$ cat src/rtl/csr_pkg.sv
// Shared types and constants for the machine-mode CSR file.
package csr_pkg;

    typedef enum logic [1:0] {
        READ_ONLY = 2'd0,
        WRITE     = 2'd1,
        SET       = 2'd2,
        CLEAR     = 2'd3
    } csr_access_t;

    typedef enum logic [11:0] {
        CSR_MSTATUS       = 12'h300,
        CSR_MISA          = 12'h301,
        CSR_MIE           = 12'h304,
        CSR_MTVEC         = 12'h305,
        CSR_MCOUNTINHIBIT = 12'h320,
        CSR_MSCRATCH      = 12'h340,
        CSR_MEPC          = 12'h341,
        CSR_MCAUSE        = 12'h342,
        CSR_MTVAL         = 12'h343,
        CSR_MIP           = 12'h344,
        CSR_MCYCLE        = 12'hB00,
        CSR_MINSTRET      = 12'hB02,
        CSR_MCYCLEH       = 12'hB80,
        CSR_MINSTRETH     = 12'hB82,
        CSR_MVENDORID     = 12'hF11,
        CSR_MARCHID       = 12'hF12,
        CSR_MIMPID        = 12'hF13,
        CSR_MHARTID       = 12'hF14
    } csr_id_t;

    localparam logic [30:0] CAUSE_MSI        = 31'd3;
    localparam logic [30:0] CAUSE_MTI        = 31'd7;
    localparam logic [30:0] CAUSE_MEI        = 31'd11;
    localparam logic [30:0] CAUSE_LOCAL_BASE = 31'd16;

    localparam logic [31:0] MISA_VALUE = 32'h4000_0100;

endpackage

$ cat src/rtl/csr_file_if.sv
// CSR instruction access port between execute stage and CSR file.
interface csr_file_if;
    import csr_pkg::*;

    logic [11:0] csr_id;
    csr_access_t access_type;
    logic [31:0] in;
    logic [31:0] out;
    logic        illegal;

    modport master (
        output csr_id, access_type, in,
        input  out, illegal
    );

    modport slave (
        input  csr_id, access_type, in,
        output out, illegal
    );
endinterface

$ cat src/rtl/csr_counter64.sv
// 64-bit counter with independently writable halves.
module csr_counter64 (
    input  logic        clk,
    input  logic        reset_n,
    input  logic        inc,
    input  logic        wr_lo,
    input  logic        wr_hi,
    input  logic [31:0] wdata,
    output logic [63:0] value
);
    // A half-write holds the other half and suppresses the carry.
    always_ff @(posedge clk or negedge reset_n) begin
        if (!reset_n)   value <= '0;
        else if (wr_lo) value[31:0] <= wdata;
        else if (wr_hi) value[63:32] <= wdata;
        else if (inc)   value <= value + 64'd1;
    end
endmodule

$ cat src/rtl/csr_file.sv
// Machine-mode CSR file: trap state, interrupts, counters.
module csr_file
    import csr_pkg::*;
#(
    parameter logic [31:0] HART_ID       = 32'd0,
    parameter int          NUM_LOCAL_IRQ = 4,
    parameter bit          VECTORED_EN   = 1'b1,
    parameter bit          COUNTERS_EN   = 1'b1
) (
    input  logic        clk,
    input  logic        reset_n,
    csr_file_if.slave   bus,
    input  logic        external_interrupt,
    input  logic        timer_interrupt,
    input  logic        software_interrupt,
    input  logic [(NUM_LOCAL_IRQ > 0 ? NUM_LOCAL_IRQ : 1)-1:0] local_irq,
    input  logic        exception,
    input  logic [30:0] exception_cause,
    input  logic [31:0] trap_value,
    input  logic        handle_trap,
    input  logic        exit_trap,
    input  logic        instret,
    input  logic [31:0] current_pc,
    output logic [31:0] trap_pc,
    output logic [31:0] ret_pc,
    output logic        interrupted
);
    localparam logic [31:0] IRQ_MASK = 32'h0000_0888
        | (((32'd1 << NUM_LOCAL_IRQ) - 32'd1) << 16);

    logic        st_mie, st_mpie, tvec_mode;
    logic        inh_cy, inh_ir;
    logic [29:0] tvec_base;
    logic [31:0] mie_q, mscratch, mepc, mcause, mtval;
    logic [31:0] mip, pend, rdata, wdata, tvec_addr;
    logic [63:0] cyc_raw, ins_raw, cyc, ins;
    logic [15:0] lirq;
    logic [30:0] lcause, tcause;
    logic        hit, ro, wr;

    if (NUM_LOCAL_IRQ > 0) begin : g_lirq
        assign lirq = 16'(local_irq);
    end else begin : g_nolirq
        assign lirq = '0;
    end

    assign mip = ({lirq, 16'b0}
        | {20'b0, external_interrupt, 3'b0, timer_interrupt,
           3'b0, software_interrupt, 3'b0}) & IRQ_MASK;
    assign pend = mip & mie_q;
    assign interrupted = st_mie & (|pend);

    assign cyc = COUNTERS_EN ? cyc_raw : '0;
    assign ins = COUNTERS_EN ? ins_raw : '0;

    always_comb begin
        rdata = '0;
        hit   = 1'b1;
        ro    = 1'b0;
        case (bus.csr_id)
            CSR_MSTATUS:
                rdata = {24'b0, st_mpie, 3'b0, st_mie, 3'b0};
            CSR_MISA: begin
                rdata = MISA_VALUE;
                ro    = 1'b1;
            end
            CSR_MIE:       rdata = mie_q;
            CSR_MIP:       rdata = mip;
            CSR_MTVEC:     rdata = {tvec_base, 1'b0, tvec_mode};
            CSR_MCOUNTINHIBIT:
                rdata = {29'b0, inh_ir, 1'b0, inh_cy};
            CSR_MSCRATCH:  rdata = mscratch;
            CSR_MEPC:      rdata = mepc;
            CSR_MCAUSE:    rdata = mcause;
            CSR_MTVAL:     rdata = mtval;
            CSR_MCYCLE:    rdata = cyc[31:0];
            CSR_MCYCLEH:   rdata = cyc[63:32];
            CSR_MINSTRET:  rdata = ins[31:0];
            CSR_MINSTRETH: rdata = ins[63:32];
            CSR_MVENDORID, CSR_MARCHID, CSR_MIMPID:
                ro = 1'b1;
            CSR_MHARTID: begin
                rdata = HART_ID;
                ro    = 1'b1;
            end
            default: hit = 1'b0;
        endcase
    end

    assign bus.out     = rdata;
    assign bus.illegal = ~hit | (ro & (bus.access_type != READ_ONLY));

    always_comb begin
        wdata = bus.in;
        case (bus.access_type)
            SET:     wdata = rdata | bus.in;
            CLEAR:   wdata = rdata & ~bus.in;
            default: wdata = bus.in;
        endcase
    end

    // Trap entry and mret own the cycle; CSR writes lose to them.
    assign wr = (bus.access_type != READ_ONLY) & ~bus.illegal
              & ~handle_trap & ~exit_trap;

    always_comb begin
        lcause = '0;
        for (int i = 15; i >= 0; i--)
            if (pend[16+i]) lcause = CAUSE_LOCAL_BASE + 31'(i);
        tcause = lcause;
        if (exception)     tcause = exception_cause;
        else if (pend[11]) tcause = CAUSE_MEI;
        else if (pend[3])  tcause = CAUSE_MSI;
        else if (pend[7])  tcause = CAUSE_MTI;
    end

    always_ff @(posedge clk or negedge reset_n) begin
        if (!reset_n) begin
            st_mie    <= 1'b0;
            st_mpie   <= 1'b0;
            mie_q     <= '0;
            tvec_base <= '0;
            tvec_mode <= 1'b0;
            inh_cy    <= 1'b0;
            inh_ir    <= 1'b0;
            mscratch  <= '0;
            mepc      <= '0;
            mcause    <= '0;
            mtval     <= '0;
        end else if (handle_trap) begin
            mepc    <= current_pc & 32'hFFFF_FFFC;
            st_mpie <= st_mie;
            st_mie  <= 1'b0;
            mtval   <= trap_value;
            mcause  <= {~exception, tcause};
        end else if (exit_trap) begin
            st_mie  <= st_mpie;
            st_mpie <= 1'b1;
        end else if (wr) begin
            case (bus.csr_id)
                CSR_MSTATUS: begin
                    st_mie  <= wdata[3];
                    st_mpie <= wdata[7];
                end
                CSR_MIE: mie_q <= wdata & IRQ_MASK;
                CSR_MTVEC: begin
                    tvec_base <= wdata[31:2];
                    if (VECTORED_EN && !wdata[1])
                        tvec_mode <= wdata[0];
                end
                CSR_MCOUNTINHIBIT: begin
                    inh_cy <= wdata[0];
                    inh_ir <= wdata[2];
                end
                CSR_MSCRATCH: mscratch <= wdata;
                CSR_MEPC:     mepc <= wdata & 32'hFFFF_FFFC;
                CSR_MCAUSE:   mcause <= wdata;
                CSR_MTVAL:    mtval <= wdata;
                default: ;
            endcase
        end
    end

    assign tvec_addr = {tvec_base, 2'b00};
    assign trap_pc = (tvec_mode && mcause[31])
        ? tvec_addr + {mcause[29:0], 2'b00} : tvec_addr;
    assign ret_pc = mepc;

    csr_counter64 u_mcycle (
        .clk     (clk),
        .reset_n (reset_n),
        .inc     (COUNTERS_EN & ~inh_cy),
        .wr_lo   (COUNTERS_EN & wr & (bus.csr_id == CSR_MCYCLE)),
        .wr_hi   (COUNTERS_EN & wr & (bus.csr_id == CSR_MCYCLEH)),
        .wdata   (wdata),
        .value   (cyc_raw)
    );

    csr_counter64 u_minstret (
        .clk     (clk),
        .reset_n (reset_n),
        .inc     (COUNTERS_EN & instret & ~inh_ir),
        .wr_lo   (COUNTERS_EN & wr & (bus.csr_id == CSR_MINSTRET)),
        .wr_hi   (COUNTERS_EN & wr & (bus.csr_id == CSR_MINSTRETH)),
        .wdata   (wdata),
        .value   (ins_raw)
    );
endmodule
$ cat src/flat_wrapper.sv
// flat-port wrapper written by rule: the top's interface ports become plain ports
module csr_file_flat import csr_pkg::*;
#(
    parameter logic [31:0] HART_ID       = 32'd0,
    parameter int          NUM_LOCAL_IRQ = 4,
    parameter bit          VECTORED_EN   = 1'b1,
    parameter bit          COUNTERS_EN   = 1'b1
)
  (clk, reset_n, external_interrupt, timer_interrupt, software_interrupt, local_irq, exception, exception_cause, trap_value, handle_trap, exit_trap, instret, current_pc, trap_pc, ret_pc, interrupted, bus_csr_id, bus_access_type, bus_in, bus_out, bus_illegal);
  csr_file_if bus_i ();
  input  logic clk;
  input  logic reset_n;
  input  logic external_interrupt;
  input  logic timer_interrupt;
  input  logic software_interrupt;
  input  logic [(NUM_LOCAL_IRQ > 0 ? NUM_LOCAL_IRQ : 1)-1:0] local_irq;
  input  logic exception;
  input  logic [30:0] exception_cause;
  input  logic [31:0] trap_value;
  input  logic handle_trap;
  input  logic exit_trap;
  input  logic instret;
  input  logic [31:0] current_pc;
  output logic [31:0] trap_pc;
  output logic [31:0] ret_pc;
  output logic interrupted;
  input wire logic [$bits(bus_i.csr_id)-1:0] bus_csr_id;
  input wire logic [$bits(bus_i.access_type)-1:0] bus_access_type;
  input wire logic [$bits(bus_i.in)-1:0] bus_in;
  output wire logic [$bits(bus_i.out)-1:0] bus_out;
  output wire logic [$bits(bus_i.illegal)-1:0] bus_illegal;
  assign bus_i.csr_id = bus_csr_id;
  assign bus_i.access_type = bus_access_type;
  assign bus_i.in = bus_in;
  assign bus_out = bus_i.out;
  assign bus_illegal = bus_i.illegal;
  csr_file #(.HART_ID(HART_ID), .NUM_LOCAL_IRQ(NUM_LOCAL_IRQ), .VECTORED_EN(VECTORED_EN), .COUNTERS_EN(COUNTERS_EN)) u_core (.clk(clk), .reset_n(reset_n), .bus(bus_i), .external_interrupt(external_interrupt), .timer_interrupt(timer_interrupt), .software_interrupt(software_interrupt), .local_irq(local_irq), .exception(exception), .exception_cause(exception_cause), .trap_value(trap_value), .handle_trap(handle_trap), .exit_trap(exit_trap), .instret(instret), .current_pc(current_pc), .trap_pc(trap_pc), .ret_pc(ret_pc), .interrupted(interrupted));
endmodule
$ cat config.mk
export PLATFORM = sky130hd
export DESIGN_NAME = csr_file_flat
export DESIGN_NICKNAME = d
export VERILOG_FILES = /design/src/rtl/csr_pkg.sv /design/src/rtl/csr_file_if.sv /design/src/rtl/csr_counter64.sv /design/src/rtl/csr_file.sv /design/src/flat_wrapper.sv
export SDC_FILE = /design/constraint.sdc
export NUM_CORES = 1
export LEC_CHECK = 0
export BUFFER_PORTS_ARGS = -buffer_cell sky130_fd_sc_hd__buf_2
export CAP_MARGIN = 20
export CORE_MARGIN = 2
export CORE_UTILIZATION = 45
export CTS_CLUSTER_SIZE = 12
export DETAILED_ROUTE_END_ITERATION = 8
export SETUP_SLACK_MARGIN = 0.05
export SYNTH_ARGS = -nofsm -noshare
export SYNTH_HDL_FRONTEND = slang
export SYNTH_SLANG_ARGS = --single-unit
$ cat constraint.sdc
create_clock -name clk -period 4.6 [get_ports clk]
set_clock_uncertainty 0.1 [all_clocks]
set_input_delay 0.69 -clock clk [delete_from_list [all_inputs] [get_ports clk]]
set_output_delay 0.69 -clock clk [all_outputs]
set_load 0.02 [all_outputs]
* After elaboration in Yosys (flattened, before gate mapping)
Cells that the tools add are included.
Storage, ports and cells: register bits 298
Operators by class: $add $sub $neg 3, eq/ne operators 25, multiplexer cells 53, bitwise gates (word level) 25, reduce and logical (&&, ||, !) cells 26
Operators by type and width (number):
- 32-bit two-way mux | 19
- 32-bit case mux with 14 select lines | 1
- 64-bit by 1-bit adder with 64-bit output, second input constant | 2
- 64-bit two-way mux | 2
- 12-bit by 10-bit == test with 1-bit output, second input constant | 10
- 12-bit == test, second input constant | 8
- 31-bit two-way mux | 3
- 5-bit two-way mux | 17
- 32-bit case mux with 2 select lines | 1
- 32-bit adder | 1
- 32-bit AND | 1
- 32-bit NOT | 1
- 32-bit OR | 1
- 32-bit OR reduction | 1
- 20-bit AND | 1
- 20-bit by 12-bit OR with 20-bit output | 1
- 18-bit OR reduction | 1
- 4-bit AND reduction | 4
- 2-bit nonzero test | 7
- 1-bit AND | 10
- 1-bit two-way mux | 10
- 2-bit inequality test, second input constant | 5
- 2-bit AND reduction | 5
- 1-bit NOT | 9
- other kinds (7) | 11

* Depth between registers and ports, before layout
Gate-level depths: netlist (run 1).
word-level depth 21, depth in mapped cells 12, gate-level depth less buffers 11

* Cells and area by module
From an unflattened synthesis (run 1), not the netlist that was laid out.
Unflattened totals: cells, all modules 2565, area, all modules 21152.8 um^2
By module, submodules not included:
- csr_file | instances 1, cells an instance 1524, area an instance 12558.3 um^2, seq. area each 4204.0 um^2
- csr_counter64 (u_core.u_minstret) | instances 1, cells an instance 523, area an instance 4351.7 um^2, seq. area each 1601.5 um^2
- csr_counter64 (u_core.u_mcycle) | instances 1, cells an instance 518, area an instance 4242.8 um^2, seq. area each 1601.5 um^2

* Least setup slack after synthesis (run 1)
No wires, ideal clock.
path type register to output, start point reg u_core.mcause[0], end point out trap_pc[30], arrival time 2.743 ns, required time 3.810 ns, path slack 1.067 ns, stages on the path, launching flop included 12, cell sequence dfrtp_1 > ha_1 > inv_1 > fa_1 > nor2b_1 > o31ai_1 > a311oi_1 > or2_2 > a311o_1 > a41oi_1 > xor2_1 > o21ai_0
Between the ends: longest elaborated chain between the ends 2
RTL lines:
- start: declaration | line csr_file.sv:34 | logic [31:0] mie_q, mscratch, mepc, mcause, mtval;
- start signal: assignment | line csr_file.sv:135 | mcause <= {~exception, tcause};
- start signal: assignment | line csr_file.sv:157 | CSR_MCAUSE: mcause <= wdata;
- 32-bit adder | line csr_file.sv:166 | ? tvec_addr + {mcause[29:0], 2'b00} : tvec_addr;
- 32-bit two-way mux | line csr_file.sv:166
- end: declaration | line flat_wrapper.sv:24 | output logic [31:0] trap_pc;
No other way between the ends.

* Worst setup path in the final report (run 1)
Same ends and word-level chain as after synthesis.

==> impl_results.md, run 1 <==
* Worst reg-to-reg path cell count at 7
* GRT Util Overall at between 40% and 50%
* Largest net degree at the start of global routing at 94
* Gr ovfl total at 0
* Setup violators final at 0
* Status: completed
* Vias per std cell at between 6 and 7
* 1st-pass router iterations at 6
* Routed vias at between 20000 and 25000
* Max Slew Vio Count at 0
* Core ar. at approximately 43000 sq um
* Ports at between 200 and 300
* Synth cell count leaders: nand2_1, dfrtp_1, o21ai_0, a21oi_1, nor2_1
* Max_cap viols at 0
* Max_slew headroom at around a fifth
* Fill cell count at about 4100
* Lkg Pwr at about 10 nW
* Syn avg cell area at 8.326 sq um
* Endpoints failing hold at 0
* Crit path time final at 4.411 ns
* Cts bufs inserted at 36
* Cts hold-fix bufs at 0
* Tcrit/Tclk final at 95.88%
* CTS tree: yes
* Crit. End Element: primary output
* First-pass GRT wire length at between 100000 and 150000 um
* Root buf cell: clkbuf_16
* Startpoint Class: register
* Die Ht at roughly 210 um
* Layout area overhead at 18.01%
* Synth Register Bits at between 200 and 300
* Clk Latency, worst-skew pair at ~0.56 ns
* Compound-Gate Fraction of Synth Area at 29.28%
* XOR/XNOR Fraction of Synth Area at slightly below 2%
* Count leader, synth: nand2_1
* Synth top area share at a little under two fifths
* Largest area contributor in the netlist: dfrtp_1
* Top_reg_cell synth: dfrtp_1
* Post-Syn Area at about 20000 sq um
* RSZ-0062 raised after global routing: false
* Hold Worst Slack at between 0.02 and 0.03 ns
* VDD IR max at around 0.30 mV
* Initial core utilization at between 40% and 50%
* Share of cells above drive strength 1 at roughly a fifth
* Initial drt markers at between 3000 and 4000
* Clk slew on worst S/H paths at roughly 0.06 ns
* Clock tree buffer depth at 3
* IO Port Bufs at 245
* Ys async rst share at between 90% and 100%
* Synthesis Warnings at 0
* Routed wire length per instance at 30.90 um
* Vias in the first global route at a little under 20000
* Cell Rows at between 70 and 80
* WP data arrival at ~3.6 ns
* Post-synthesis simple-gate area fraction at 21.20%
* Crit Path Category: reg2out
* Power Density at roughly 290 nW/um^2
* Post-DP HPWL at about 76000 um
* Final #Nets at approximately 2800
* Clock Sinks at between 200 and 300
* Least-Margin Pin Slew at 1.196 ns
* FMAX at 226.7 MHz
* Adder-cell share of the synthesized area at 2.062%
* Hold Path Class: in2async
* Post-route ant nets at 0
* Post-synth EDFFs at 0
* Initial antenna violation count at 3
* Die width at 213.7 um
* Largest family of logic cells by synthesized area: compound AO/OA/AOI/OAI gates
* Cells after Synth at 2376
* Synth cell types at around 100
* Ranking of synthesized cells by area: dfrtp_1, o21ai_0, nand2_1
* Die area at approximately 46000 sq um
* GPL Wtd Cong at 1.027
* Setup TNS at 0 ns
* Critical path peak fanout at 3
* Multiplexer area fraction after synthesis at under 10%
* Sequential share of the synthesized area at a little under two fifths
* Drt total wl at between 90000 and 100000 um
* Post-route DRC at 0
* H-tree level count at 2
* Required @ worst endpoint at between 3 and 4 ns
[cells in the final DEF (no fill, tap or decap), drive strengths merged, types with 10 or more instances in the layout]
master	netlist	routed
a21o	39	39
a211oi	40	40
a221oi	26	26
a22oi	56	56
nand4	51	51
and2	18	18
clkbuf	99	52
a22o	28	28
nor4	19	19
and3	66	66
a222oi	19	19
xor2	21	21
inv	48	49
o221ai	19	19
or3	10	10
o21a	24	24
o22ai	20	20
o211ai	16	16
a31oi	30	30
mux2	14	14
o21ai	297	297
ha	31	31
nand2b	12	12
o31ai	12	12
mux2i	34	34
buf	77	386
and4	12	12
a221o	11	11
nor2	153	153
nand2	311	311
dfrtp	296	296
xnor2	23	23
nor3	52	52
nand3	81	81
a21oi	174	174
[cell type report]
class	instances	area (sq um)	area share, %
multi-input combinational	1859	11480	49.16
sequential	296	7408	31.73
timing repair buffer	386	2397	10.27
clock buffer	52	1011	4.331
tap	585	732.0	3.135
inverter	48	180.2	0.7718
clock inverter	8	135.1	0.5788
antenna	2	5.005	0.02144
[state kept, by name (all words and copies together) (netlist names)]
name / flops
u_core.inh_cy: 1
u_core.ret_pc: 30
u_core.st_mie: 1
u_core.u_minstret.value: 64
u_core.mcause: 32
u_core.u_mcycle.value: 64
u_core.mtval: 32
u_core.st_mpie: 1
u_core.tvec_base: 30
u_core.mscratch: 32
u_core.mie_q: 7
u_core.inh_ir: 1
u_core.tvec_mode: 1
[worst paths after layout]
kind / startpoint / slack (ns) / to
setup / recovery: u_core.mcause[0]$_DFFE_PN0P_ / 0.19 / trap_pc[30]
hold / removal: reset_n / 0.03 / u_core.mtval[18]$_DFFE_PN0P_
setup reg to reg: u_core.mcause[16]$_DFFE_PN0P_ / 1.10 / u_core.u_minstret.value[48]$_DFFE_PN0P_
hold reg to reg: u_core.mscratch[8]$_DFFE_PN0P_ / 0.38 / u_core.mscratch[8]$_DFFE_PN0P_
max in group asynchronous: reset_n / 3.25 / u_core.mcause[10]$_DFFE_PN0P_
min in group clk: current_pc[8] / 0.24 / u_core.ret_pc[8]$_DFFE_PN0P_
[per-layer routing]
layer,global-route usage [%],vias up,wire length [um]
li1,-,9431,-
met4,24.47,2,6461
met2,60.89,1436,40890
met1,61.56,10720,40950
met5,0,-,13
met3,9.944,290,11670
[critical path: stages, from the launching register on]
cell and delay (ns):
dfrtp_1 0.49, ha_1 0.22, inv_1 0.06, fa_1 0.42, nor2b_1 0.20, o31ai_2 0.11
a311oi_2 0.35, or2_2 0.19, a311o_1 0.28, a41oi_2 0.18, xor2_1 0.17, o21ai_1 0.19
buf_2 0.21
[power by group]
| part | internal [W] | switching [W] | leakage [nW] | total [W] |
|---|---|---|---|---|
| clock | 0.00169 | 0.00120 | 0.551 | 0.00290 |
| sequential | 0.00272 | 0.000189 | 3.79 | 0.00291 |
| combinational | 0.000310 | 0.000599 | 5.94 | 0.000909 |
| total | 0.00472 | 0.00199 | 10.3 | 0.00671 |
[kinds of logic after synthesis]
family	Yosys count
simple gates	843
flops	296
fa+ha+maj	32
buf+inv	224
other cells	1
xor+xnor	44
compound gates	883
mux	53
[metrics by stage]
step	total power [W]	worst slack, ns	std cells	cell area (sq um)	util (%)
after floorplan	0.003301	1.067	2379	19790	-
after global placement	0.003809	0.5226	3174	22170	51.25
after CTS	0.006686	0.06159	3234	23330	53.92
after detailed placement	0.003822	0.5022	3174	22170	51.25
after global routing	0.006888	0.06021	3234	23340	53.94
final	0.006714	0.1893	3236	23340	53.96
[timing repair]
| action | in CTS | in global routing |
|---|---|---|
| endpoints found under the setup margin | 1 | 1 |
| resized for setup | 2 | 3 |
| setup buffers | 0 | 0 |
(Power assumes the default switching activity.)
==> run 2: changes to the inputs <==
CORE_MARGIN = 3   (was 2)
GPL_TIMING_DRIVEN = 0   (was unset)
SLEW_MARGIN = 20   (was unset)
==> impl_results.md, run 2 (same netlist as run 1, synthesis figures left out) <==
* Layout area overhead at 18.86%
* Hold Path Class: in2reg
* Largest net degree at the start of global routing at 92 (-2.1%)
* WP data arrival at 3.73 ns (+0.11 ns)
* Clock tree buffer depth at 3 (unchanged)
* Crit Path Category: in2out
* Vias per std cell at 7.093 (+4.9%)
* Drt total wl at 109600 um (+9.6%)
* CTS tree: yes
* Power Density at 299.6 nW/um^2 (+4.2%)
* Commonest non-fill, non-tap cells in the layout: nand2_1, buf_2, dfrtp_1
* Cell Rows at 76 (unchanged)
* Final #Nets at 2862 (+1.7%)
* Post-route DRC at 0 (unchanged)
* Endpoints failing hold at 0 (unchanged)
* Status: completed
* Clock Sinks at 296 (unchanged)
* Startpoint Class: input pin
* Crit path time final at 4.521 ns (+0.1103 ns)
* Initial antenna violation count at 11 (+8)
* Gr ovfl total at 0 (unchanged)
* FMAX at 221.2 MHz (-2.4%)
* First-pass GRT wire length at 154400 um (+9.5%)
* Core ar. at 43270 sq um (unchanged)
* Placed inst area at 22160 sq um (about the same)
* VDD IR max at 0.3128 mV (+5.4%)
* Root buf cell: clkbuf_16
* GPL Wtd Cong at 1.101 (+7.3%)
* H-tree level count at 2 (unchanged)
* Die area at 46510 sq um (+1.9%)
* Least-Margin Pin Slew at 1.207 ns (+0.01100 ns)
* GRT Util Overall at 45.64% (+2.2 points)
* Routed wire length per instance at 33.28 um (+7.7%)
* Crit. End Element: primary output
* Critical path peak fanout at 10 (+7)
* Die width at 215.7 um (+0.94%)
* Share of cells above drive strength 1 at 17.83% (-1.8 points)
* Tcrit/Tclk final at 98.28% (+2.4 points)
* Clk Latency, worst-skew pair at 0.58 ns (+0.02 ns)
* Initial drt markers at 4494 (+39%)
* 1st-pass router iterations at 8 (+2)
* RSZ-0062 raised after global routing: false
* Post-DP HPWL at 83490 um (+11%)
* Final Instance Area at 23510 sq um (+0.72%)
* Max_slew headroom at 19.13% (-0.51 points)
* R2R setup slack at 1.15 ns (+0.05 ns)
* Max_cap viols at 0 (unchanged)
* Ports at 252 (unchanged)
* Initial core utilization at 45.72% (unchanged)
* Lkg Pwr at 10.24 nW (-0.39%)
* Fill cell count at 4093 (-1.3%)
* Die Ht at 215.7 um (+0.94%)
* Placed Cells at 3221 (+1.5%)
* Biggest regs: u_core.u_mcycle.value (64), u_core.u_minstret.value (64)
* Commonest non-fill, non-tap cell in the layout: nand2_1
* Setup violators final at 0 (unchanged)
* IO Port Bufs at 242 (-1.2%)
* Vias in the first global route at 21270 (+8.0%)
* Finished Layout Cells at 3293 (+1.8%)
* Final design utilization at 54.34% (+0.39 points)
* Hold Worst Slack at 0.2164 ns (+0.1885 ns)
* Max Slew Vio Count at 0 (unchanged)
* Post-route ant nets at 0 (unchanged)
* Routed vias at 23360 (+6.7%)
* Cts bufs inserted at 37 (+2.8%)
* Clk slew on worst S/H paths at 0.06 ns (about the same)
* Required @ worst endpoint at 3.81 ns (about the same)
-- run 2: power by group --
part | switching (W) | internal (W)
clock network | 0.00127 | 0.00189
registers | 0.000200 | 0.00272
logic | 0.000653 | 0.000310
total | 0.00212 | 0.00492
-- run 2: layer usage --
layer | track usage [%] | vias to the layer above | wire length (um)
met3 | 13.69 | 464 | 15870
met2 | 63.23 | 1988 | 43220
met5 | 0 | - | 23
met4 | 28.64 | 4 | 8880
li1 | - | 9554 | -
met1 | 62.08 | 11350 | 41590
-- run 2: worst paths after layout --
check | start | end | depth (start not counted)
worst min register to register | u_core.mscratch[4]$_DFFE_PN0P_ | u_core.mscratch[4]$_DFFE_PN0P_ | 2
worst min-delay path | trap_value[19] | u_core.mtval[19]$_DFFE_PN0P_ | 2
max in group asynchronous | reset_n | u_core.ret_pc[21]$_DFFE_PN0P_ | 4
min in group asynchronous | reset_n | u_core.u_mcycle.value[63]$_DFFE_PN0P_ | 2
worst max register to register | u_core.mie_q[11]$_DFFE_PN0P_ | u_core.mtval[11]$_DFFE_PN0P_ | 8
worst max-delay path | bus_csr_id[0] | bus_out[17] | 9
-- run 2: what timing repair did --
| action | in CTS | in global routing |
|---|---|---|
| buffers inserted | 0 | 0 |
| pin swaps | 0 | 0 |
| resized for setup | 2 | 6 |
| endpoints found under the setup margin | 2 | 6 |
| hold endpoints to repair | 38 | 0 |
| hold buffers | 1 | 0 |
-- run 2: layout make-up --
type / instances / area, sq um / area share (%)
inverters: 48 / 180.2 / 0.7663
well taps: 585 / 732.0 / 3.113
flip-flops and latches: 296 / 7408 / 31.51
clock buffers: 52 / 1052 / 4.475
multi-input cells: 1859 / 11600 / 49.33
repair buffers: 258 / 1496 / 6.364
clock inverters: 14 / 231.5 / 0.9845
diodes: 5 / 12.51 / 0.05321
plain buffers: 176 / 800.8 / 3.406
-- run 2: stage by stage --
step | total power [W] | setup WS [ns] | setup TNS [ns]
finish | 0.007043 | 0.07904 | 0
global route | 0.007196 | 0.08477 | 0
CTS | 0.006993 | 0.05037 | 0
detailed placement | 0.003863 | 0.003051 | 0
global placement | 0.003801 | -3.190 | -965.46
floorplan | 0.003301 | 1.067 | 0
-- run 2: critical path: stages --
cell and delay [ns]:
buf_2 0.11, buf_4 0.19, nor4b_2 0.51, clkbuf_1 0.68, a222oi_1 0.41, a21oi_2 0.59, a211o_1 0.25, or2_2 0.14
buf_2 0.16
